## config.mk

```make
export PLATFORM = sky130hd
export DESIGN_NAME = regfile_bist
export DESIGN_NICKNAME = d
export VERILOG_FILES = /design/src/rtl/regfile_bist_pkg.sv /design/src/rtl/regfile_bist_pattern.sv /design/src/rtl/regfile_bist.sv
export SDC_FILE = /design/constraint.sdc
export NUM_CORES = 1
export LEC_CHECK = 0
export BUFFER_PORTS_ARGS = -buffer_cell sky130_fd_sc_hd__clkbuf_2
export CORE_ASPECT_RATIO = 1.1
export CORE_MARGIN = 2
export CORE_UTILIZATION = 30
export DETAILED_ROUTE_END_ITERATION = 10
export PLACE_DENSITY = 0.6
export SYNTH_ARGS = -nofsm -noshare
export SYNTH_HDL_FRONTEND = slang
export SYNTH_SLANG_ARGS = --single-unit
```

## constraint.sdc

```tcl
create_clock -name clock -period 10.04 [get_ports clock]
set_input_delay 0.502 -clock clock [delete_from_list [all_inputs] [get_ports clock]]
set_output_delay 0.502 -clock clock [all_outputs]
set_load 0.02 [all_outputs]
```

## src/rtl/regfile_bist_pkg.sv

```systemverilog
// Shared types and constants for the register-file BIST controller.
// The optional inverted second pass is enabled with REGFILE_BIST_INV_EN.
package regfile_bist_pkg;

    typedef enum logic [1:0] {
        IDLE  = 2'd0,
        WRITE = 2'd1,
        READ  = 2'd2,
        DONE  = 2'd3
    } state_t;

    localparam int unsigned NUM_REGS = 32;
    localparam logic [31:0] PAT_MULT = 32'h0101_0101;
    localparam logic [4:0]  LAST_IDX = 5'(NUM_REGS - 1);

endpackage

```

## src/rtl/regfile_bist_pattern.sv

```systemverilog
// Combinational test-pattern generator: SEED ^ (idx * 0x01010101), optionally inverted.
// With raw low, r0 yields 0 (the value a read of r0 must return).
module regfile_bist_pattern
    import regfile_bist_pkg::*;
#(
    parameter logic [31:0] SEED = 32'hA5A5_5A5A
) (
    input  logic [4:0]  idx,
    input  logic        invert,
    input  logic        raw,
    output logic [31:0] value
);

    logic [31:0] product;
    logic [31:0] pattern;

    always_comb begin
        product = {27'd0, idx} * PAT_MULT;
        pattern = SEED ^ product ^ {32{invert}};
        if (!raw && idx == 5'd0) begin
            value = '0;
        end else begin
            value = pattern;
        end
    end

endmodule

```

## src/rtl/regfile_bist.sv

```systemverilog
// Register-file BIST: writes a pattern to all 32 registers, reads back both ports and
// latches the first mismatch. Defining REGFILE_BIST_INV_EN adds an inverted second pass.
module regfile_bist
    import regfile_bist_pkg::*;
#(
    parameter logic [31:0] SEED     = 32'hA5A5_5A5A,
    parameter int          READ_LAT = 1
) (
    input  logic        clock,
    input  logic        reset,
    input  logic        start,
    output logic        test,
    output logic        t_ctrl_writeEnable,
    output logic [4:0]  t_ctrl_writeReg,
    output logic [4:0]  t_ctrl_readRegA,
    output logic [4:0]  t_ctrl_readRegB,
    output logic [31:0] t_data_writeReg,
    input  logic [31:0] t_data_readRegA,
    input  logic [31:0] t_data_readRegB,
    output logic        busy,
    output logic        done,
    output logic        pass,
    output logic [4:0]  fail_reg,
    output logic        fail_port,
    output logic [31:0] fail_data
);

    localparam logic [1:0] LAT_LAST = 2'(READ_LAT);

    state_t      state, state_n;
    logic [4:0]  idx, idx_n;
    logic [1:0]  lat_cnt, lat_n;
    logic        invert;
    logic        begin_run;
    logic        compare;
    logic        finish;
    logic        failed;
    logic [4:0]  idx_b;
    logic [31:0] value_a;
    logic [31:0] value_b;
    logic        mis_a;
    logic        mis_b;

`ifdef REGFILE_BIST_INV_EN
    logic phase, phase_n;
    assign invert = phase;
`else
    assign invert = 1'b0;
`endif

    assign idx_b = LAST_IDX - idx;

    // Port A instance doubles as the write-data source (raw pattern while writing).
    regfile_bist_pattern #(.SEED(SEED)) u_pattern_a (
        .idx    (idx),
        .invert (invert),
        .raw    (state == WRITE),
        .value  (value_a)
    );

    regfile_bist_pattern #(.SEED(SEED)) u_pattern_b (
        .idx    (idx_b),
        .invert (invert),
        .raw    (1'b0),
        .value  (value_b)
    );

    always_ff @(posedge clock or posedge reset) begin
        if (reset) begin
            state   <= IDLE;
            idx     <= '0;
            lat_cnt <= '0;
`ifdef REGFILE_BIST_INV_EN
            phase   <= 1'b0;
`endif
        end else begin
            state   <= state_n;
            idx     <= idx_n;
            lat_cnt <= lat_n;
`ifdef REGFILE_BIST_INV_EN
            phase   <= phase_n;
`endif
        end
    end

    always_comb begin
        state_n   = state;
        idx_n     = idx;
        lat_n     = lat_cnt;
        begin_run = 1'b0;
        compare   = 1'b0;
        finish    = 1'b0;
`ifdef REGFILE_BIST_INV_EN
        phase_n   = phase;
`endif
        case (state)
            IDLE, DONE: begin
                if (start) begin
                    state_n   = WRITE;
                    idx_n     = '0;
                    lat_n     = '0;
                    begin_run = 1'b1;
`ifdef REGFILE_BIST_INV_EN
                    phase_n   = 1'b0;
`endif
                end
            end
            WRITE: begin
                if (idx == LAST_IDX) begin
                    state_n = READ;
                    idx_n   = '0;
                    lat_n   = '0;
                end else begin
                    idx_n = idx + 5'd1;
                end
            end
            READ: begin
                if (lat_cnt == LAT_LAST) begin
                    compare = 1'b1;
                    lat_n   = '0;
                    if (idx == LAST_IDX) begin
                        idx_n = '0;
`ifdef REGFILE_BIST_INV_EN
                        if (!phase) begin
                            state_n = WRITE;
                            phase_n = 1'b1;
                        end else begin
                            state_n = DONE;
                            finish  = 1'b1;
                        end
`else
                        state_n = DONE;
                        finish  = 1'b1;
`endif
                    end else begin
                        idx_n = idx + 5'd1;
                    end
                end else begin
                    lat_n = lat_cnt + 2'd1;
                end
            end
            default: state_n = IDLE;
        endcase
    end

    // Regfile-facing outputs decode from state so reset clears them without a clock.
    always_comb begin
        busy               = (state == WRITE) || (state == READ);
        test               = busy;
        t_ctrl_writeEnable = 1'b0;
        t_ctrl_writeReg    = '0;
        t_data_writeReg    = '0;
        t_ctrl_readRegA    = '0;
        t_ctrl_readRegB    = '0;
        if (state == WRITE) begin
            t_ctrl_writeEnable = 1'b1;
            t_ctrl_writeReg    = idx;
            t_data_writeReg    = value_a;
        end
        if (state == READ) begin
            t_ctrl_readRegA = idx;
            t_ctrl_readRegB = idx_b;
        end
    end

    assign mis_a = compare && (t_data_readRegA != value_a);
    assign mis_b = compare && (t_data_readRegB != value_b);

    always_ff @(posedge clock or posedge reset) begin
        if (reset) begin
            done      <= 1'b0;
            pass      <= 1'b0;
            failed    <= 1'b0;
            fail_reg  <= '0;
            fail_port <= 1'b0;
            fail_data <= '0;
        end else begin
            done <= finish;
            if (begin_run) begin
                pass      <= 1'b0;
                failed    <= 1'b0;
                fail_reg  <= '0;
                fail_port <= 1'b0;
                fail_data <= '0;
            end else begin
                // Port A wins a same-cycle double mismatch; only the first event is kept.
                if (!failed && (mis_a || mis_b)) begin
                    failed    <= 1'b1;
                    fail_reg  <= mis_a ? idx : idx_b;
                    fail_port <= !mis_a;
                    fail_data <= mis_a ? t_data_readRegA : t_data_readRegB;
                end
                if (finish) begin
                    pass <= !(failed || mis_a || mis_b);
                end
            end
        end
    end

endmodule

```

### Word level (Yosys, flattened, before mapping)

Index checks and enable logic that the tools add are counted.

* bits in registers: 50
* input bits: 67
* output and inout port bits: 90
* logic and storage cells: 87

* add/subtract/negate cells: 3
* multipliers: 2
* equal/unequal tests: 11
* muxes and demuxes: 39
* bitwise logic cells: 2
* reduce and logical (&&, ||, !) cells: 21

Operators by type and width (number)
* two-way mux 32 bit: 6
* != test 32 bit: 2
* multiplier 5 x 25 -> 30 bit, second input constant: 2
* two-way mux 5 bit: 9
* NOT 15 -> 16 bit: 2
* one-hot mux 5 bit (3 select lines): 1
* two-way mux 1 bit: 14
* two-way mux 2 bit: 7
* one-hot mux 2 bit (3 select lines): 2
* zero test 5 bit: 2
* != test 2 bit, second input constant: 4
* adder 5 x 1 -> 5 bit, second input constant: 1
* == test 5 bit, second input constant: 1
* subtractor 5 bit, first input constant: 1
* == test 2 x 1 -> 1 bit, second input constant: 2
* == test 2 bit, second input constant: 2
* logical AND 1 bit: 4
* zero test 1 bit: 4
* logical OR 1 bit: 4
* AND reduction 2 bit: 2
* AND reduction 4 bit: 1
* nonzero test 2 bit: 2
* adder 2 x 1 -> 2 bit, second input constant: 1
* zero test 2 bit: 1
* OR reduction 2 bit: 1

### Longest topological paths before layout

* word-level depth: 11
* gate-level depth with buffers: 16
* mapped depth without buffers: 11

### Cells and area by module

A second synthesis with hierarchy kept.

* cell total of the unflattened synthesis: 510
* area, all modules: 4336.7 µm²

By module, submodules not included
* regfile_bist: instances 1, cells each 426, area each 3703.6 µm², seq. area each 1251.2 µm²
* regfile_bist_pattern: instances 2, cells each 42, area each 316.6 µm², seq. area each 0.0 µm²

### Worst setup path after synthesis

Ideal clock, no wire load.

* path type: reg2reg
* from: reg idx[3]
* to: reg fail_data[13]
* library setup time: 123 ps
* arrival time: 3190 ps
* data required time: 9917 ps
* slack: 6728 ps
* cell stages (with the launch flop): 15
* buffers on the path: 5
* period minus slack after synthesis: 3312 ps
* cell sequence: dfrtp_1 -> clkbuf_1 -> buf_2 -> clkbuf_1 -> nand3_1 -> ha_1 -> or3_1 -> a222oi_1 -> nand4_1 -> nor4_4 -> and2_1 -> buf_2 -> a21oi_2 -> buf_2 -> o221a_2

* word-level cells in the longest chain between the ends: 9
* elaborated cells between the ends (all ways): 20
* classes of those cells: add/sub: 1; mul: 2; eq/ne: 2; mux: 5; bitwise: 2; reduce/logical: 8

RTL lines
* start: declaration: line regfile_bist.sv:31 `logic [4:0] idx, idx_n;`
* start signal: assignment: line regfile_bist.sv:78 `idx <= idx_n;`
* subtractor 5 bit: line regfile_bist.sv:51 `assign idx_b = LAST_IDX - idx;`
* multiplier 5 x 25 -> 30 bit: line regfile_bist_pattern.sv:18 `product = {27'd0, idx} * PAT_MULT;`
* NOT 15 -> 16 bit (no source line)
* two-way mux 32 bit: line regfile_bist_pattern.sv:20 `if (!raw && idx == 5'd0) begin`
* != test 32 bit: line regfile_bist.sv:167 `assign mis_b = compare && (t_data_readRegB != value_b);`
* logical AND 1 bit: line regfile_bist.sv:167
* logical OR 1 bit: line regfile_bist.sv:187 `if (!failed && (mis_a || mis_b)) begin`
* logical AND 1 bit: line regfile_bist.sv:187
* nonzero test 2 bit (no source line)
* end signal: assignment: line regfile_bist.sv:191 `fail_data <= mis_a ? t_data_readRegA : t_data_readRegB;`
* end: declaration: line regfile_bist.sv:25 `output logic [31:0] fail_data`

Parallel ways exist; a longest one is shown, timed or not. The select of a mux whose other input is x is not followed.
A chain may end at the register's enable or synchronous reset.

### Worst setup path after layout

* from: reg idx[0]
* to: reg pass

* word-level cells in the longest chain between the ends: 10
* elaborated cells between the ends (all ways): 24
* classes of those cells: add/sub: 1; mul: 2; eq/ne: 3; mux: 7; bitwise: 2; reduce/logical: 9

RTL lines
* subtractor 5 bit, or another cell as far along: line regfile_bist.sv:51
* multiplier 5 x 25 -> 30 bit, or another cell as far along: line regfile_bist_pattern.sv:18
* NOT 15 -> 16 bit (no source line) or two-way mux 32 bit (tied branches)
* two-way mux 32 bit or != test 32 bit (tied branches): line regfile_bist_pattern.sv:20, regfile_bist.sv:166
* != test 32 bit or logical AND 1 bit (tied branches): line regfile_bist.sv:167, regfile_bist.sv:166
* logical AND 1 bit or logical OR 1 bit (tied branches): line regfile_bist.sv:167, regfile_bist.sv:194
* logical OR 1 bit: line regfile_bist.sv:194 `pass <= !(failed || mis_a || mis_b);`
* zero test 1 bit: line regfile_bist.sv:194
* two-way mux 1 bit: line regfile_bist.sv:193 `if (finish) begin`
* two-way mux 1 bit: line regfile_bist.sv:179 `if (begin_run) begin`
* end signal: assignment: line regfile_bist.sv:194
* end: declaration: line regfile_bist.sv:22 `output logic pass,`

Parallel ways exist; a longest one is shown, timed or not. The select of a mux whose other input is x is not followed.

==> flow_summary_export.csv <==
group,metric,value,unit
clock_tree,cts_tree,"yes",
logic_synthesis,synthCells,442,
placed_design,port_buffers,150,
clock_tree,postCtsHoldBufs,0,
timing,slew-limit-headroom,26.7,%
clock_tree,cts_setup_buffers,0,
clock_tree,cts.clk_slew.worst_paths,70,ps
clock_tree,cts_resized,0,
routing,ant_nets,0,
global_routing,gr-usage-all-layers,19.5,%
worst_setup_path,r2r_end,"pass",
layout,nFillCells,1324,
pwr,p_leak,2.14,nW
worst_setup_path,reg2regPathDepth,11,
worst_setup_path,required,10260,ps
die,core_area,0.0126,mm2
layout,largest_reg_flops,32,
global_routing,antenna_found_initial,0,
die,start_util,30.8,%
die,die_x,113,um
worst_setup_path,worstSetupPathType,"reg -> reg",
global_routing,grt-ovfl-total,0,
logic_synthesis,async_reset_ff_share,100,%
die,dieArea,0.0139,mm2
clock_tree,clockRootBuffer,"clkbuf_16",
worst_setup_path,arrival,4620,ps
timing,maxSlewViolCount,0,
placed_design,dp_hpwl,10300,um
layout,n_antenna_cell,0,
worst_setup_path,end_kind,"flop",
global_routing,grt_max_degree,51,
logic_synthesis,synthFlopType,"dfrtp_1",
die,pin_count,157,
logic_synthesis,synth_area_leaders,"dfrtp_1 32%, mux2i_1 7.2%, buf_4 6.0%",
timing,worst_pin_slew,1100,ps
worst_setup_path,critPathLaunch,"idx[0]",
worst_setup_path,reg2reg_slack,5640,ps
pwr,peakVddDrop,0.0824,mV
layout,area_growth,21.2,%
routing,post-route-drc-count,0,
routing,vias,3946,
clock_tree,clock_path_buffers,2,
worst_setup_path,r2r_start,"idx[0]",
placed_design,gp_congestion,0.851,
timing,rsz0062_at_grt,"no",
clock_tree,cts_sinks,50,
pwr,p_per_area,108,mW/mm2
logic_synthesis,ys_warn_count,0,
logic_synthesis,synth_edf_count,0,
outcome,status,"complete, no violations",
logic_synthesis,yosysUniqueCellTypes,60,
timing,period_needed,4400,ps
timing,min_period_over_period,43.8,%
logic_synthesis,synth_seq_area_share,32.2,%
run,cap_violations,0,
die,dieHeight,123,um
routing,first_iter_violations,338,
global_routing,grt_pass1_wl,21400,um
logic_synthesis,synth_area_leader_cell,"dfrtp_1",
logic_synthesis,synth_commonest_cells,"50 x dfrtp_1, 38 x a21oi_1, 31 x buf_4",
worst_hold_path,min_path_type,"in -> async",
placed_design,place_inst,694,
routing,drt_wl_total,13700,um
timing,setup_viol,0,
logic_synthesis,syn_area_per_cell,8.80,um2
layout,drive_above_1_share,32.1,%
timing,fmax,0.227,GHz
timing,fin_tns_setup,0,ps
logic_synthesis,yosysMostFrequentCell,"dfrtp_1",
logic_synthesis,syn_area,0.00389,mm2
clock_tree,htree_num_levels,2,
logic_synthesis,netlist.area_leader.share,32.2,%
die,rows,43,
routing,wl_per_cell,19.5,um
clock_tree,cts-buffers-inserted,5,
pwr,power.total,0.000508,W
clock_tree,clkLatencyLatePin,290,ps
worst_setup_path,crit_path_start_kind,"flop",
timing,fin_skew,4.17,ps
worst_setup_path,cp_max_fo,29,
layout,final_nets,618,
logic_synthesis,synth-seq-cells,50,
layout,layout.cells.non_filler,702,
layout,utilization,37.3,%
routing,dr.pass1.iters,5,
global_routing,grt_pass1_vias,3792,
timing,hold_violations,0,
routing,routed_via_density,5.62,
## critical path, cell delays in order (launching register included)
cell and delay, ps:
dfrtp_1 790, ha_1 300, nand3_1 110, inv_1 110, ha_1 510, inv_1 240, nor4_1 310, o22ai_1 160
nor4_4 370, nand4_2 680, or3_1 590, a21oi_1 140
## area by class of cell
cell class / count / area, um2 / area share, %
Multi-Input combinational cell: 315 / 2220 / 47.1
Sequential cell: 50 / 1250 / 26.5
Timing Repair Buffer: 154 / 781 / 16.6
Tap cell: 157 / 196 / 4.17
Clock buffer: 6 / 139 / 2.95
Inverter: 18 / 67.6 / 1.43
Clock inverter: 2 / 60.1 / 1.27
## through the flow
step | hold WS [ps] | setup slack, ps | area, um2
after detailed placement | 521 | 5670 | 4510
after floorplan | 494 | 6730 | 3910
final | 475 | 5640 | 4710
after global routing | 496 | 5180 | 4710
after global placement | 514 | 5850 | 4510
after CTS | 501 | 5660 | 4710
## logic make-up after synthesis
logic type | count (synthesis) | share of synthesized area, %
other | 1 | 0.0964
AO/OA/AOI/OAI | 139 | 25.9
multiplexers | 28 | 7.20
adder cells (fa/ha/maj) | 7 | 2.25
buffers and inverters | 82 | 11.5
AND/OR/NAND/NOR | 133 | 20.4
XOR/XNOR | 2 | 0.450
flip-flops | 50 | 32.2
## metal layers
layer | up-vias | GRT usage, % | share of wire (%) | wire (um)
met2 | 179 | 33.0 | 49 | 6690
met1 | 1908 | 25.7 | 42 | 5740
met5 | - | 0 | 0 | 0
met3 | 17 | 3.77 | 7.2 | 980
li1 | 1842 | - | - | -
met4 | 0 | 4.65 | 1.9 | 254
## power by group
part | leakage [nW] | switching, W | internal (W)
Sequential | 0.589 | 0.00000409 | 0.000208
Combinational | 1.46 | 0.0000418 | 0.0000247
Clock | 0.0971 | 0.0000798 | 0.000150
Total | 2.14 | 0.000126 | 0.000382
## cells in the final DEF, fill, tap and decap left out, types with 11 or more instances in the layout
master	synthesis	layout
clkbuf_2	0	150
a21oi_1	38	38
nor2_1	17	17
inv_1	18	17
a211oi_1	28	28
and2_1	13	13
nand3_1	11	11
nor3_1	14	13
nand2_1	17	17
dfrtp_1	50	50
nor2b_1	13	13
mux2i_1	28	28
## worst max path at each step
| stage | slack [ps] | to | cells past startpoint |
|---|---|---|---|
| CTS | 5660 | pass | 11 |
| detailed placement | 5670 | pass | 11 |
| finish | 5640 | pass | 11 |
| global placement | 5850 | pass | 11 |
| floorplan | 6730 | fail_data[13] | 14 |
| global route | 5180 | pass | 10 |
(Power assumes the default switching activity.)
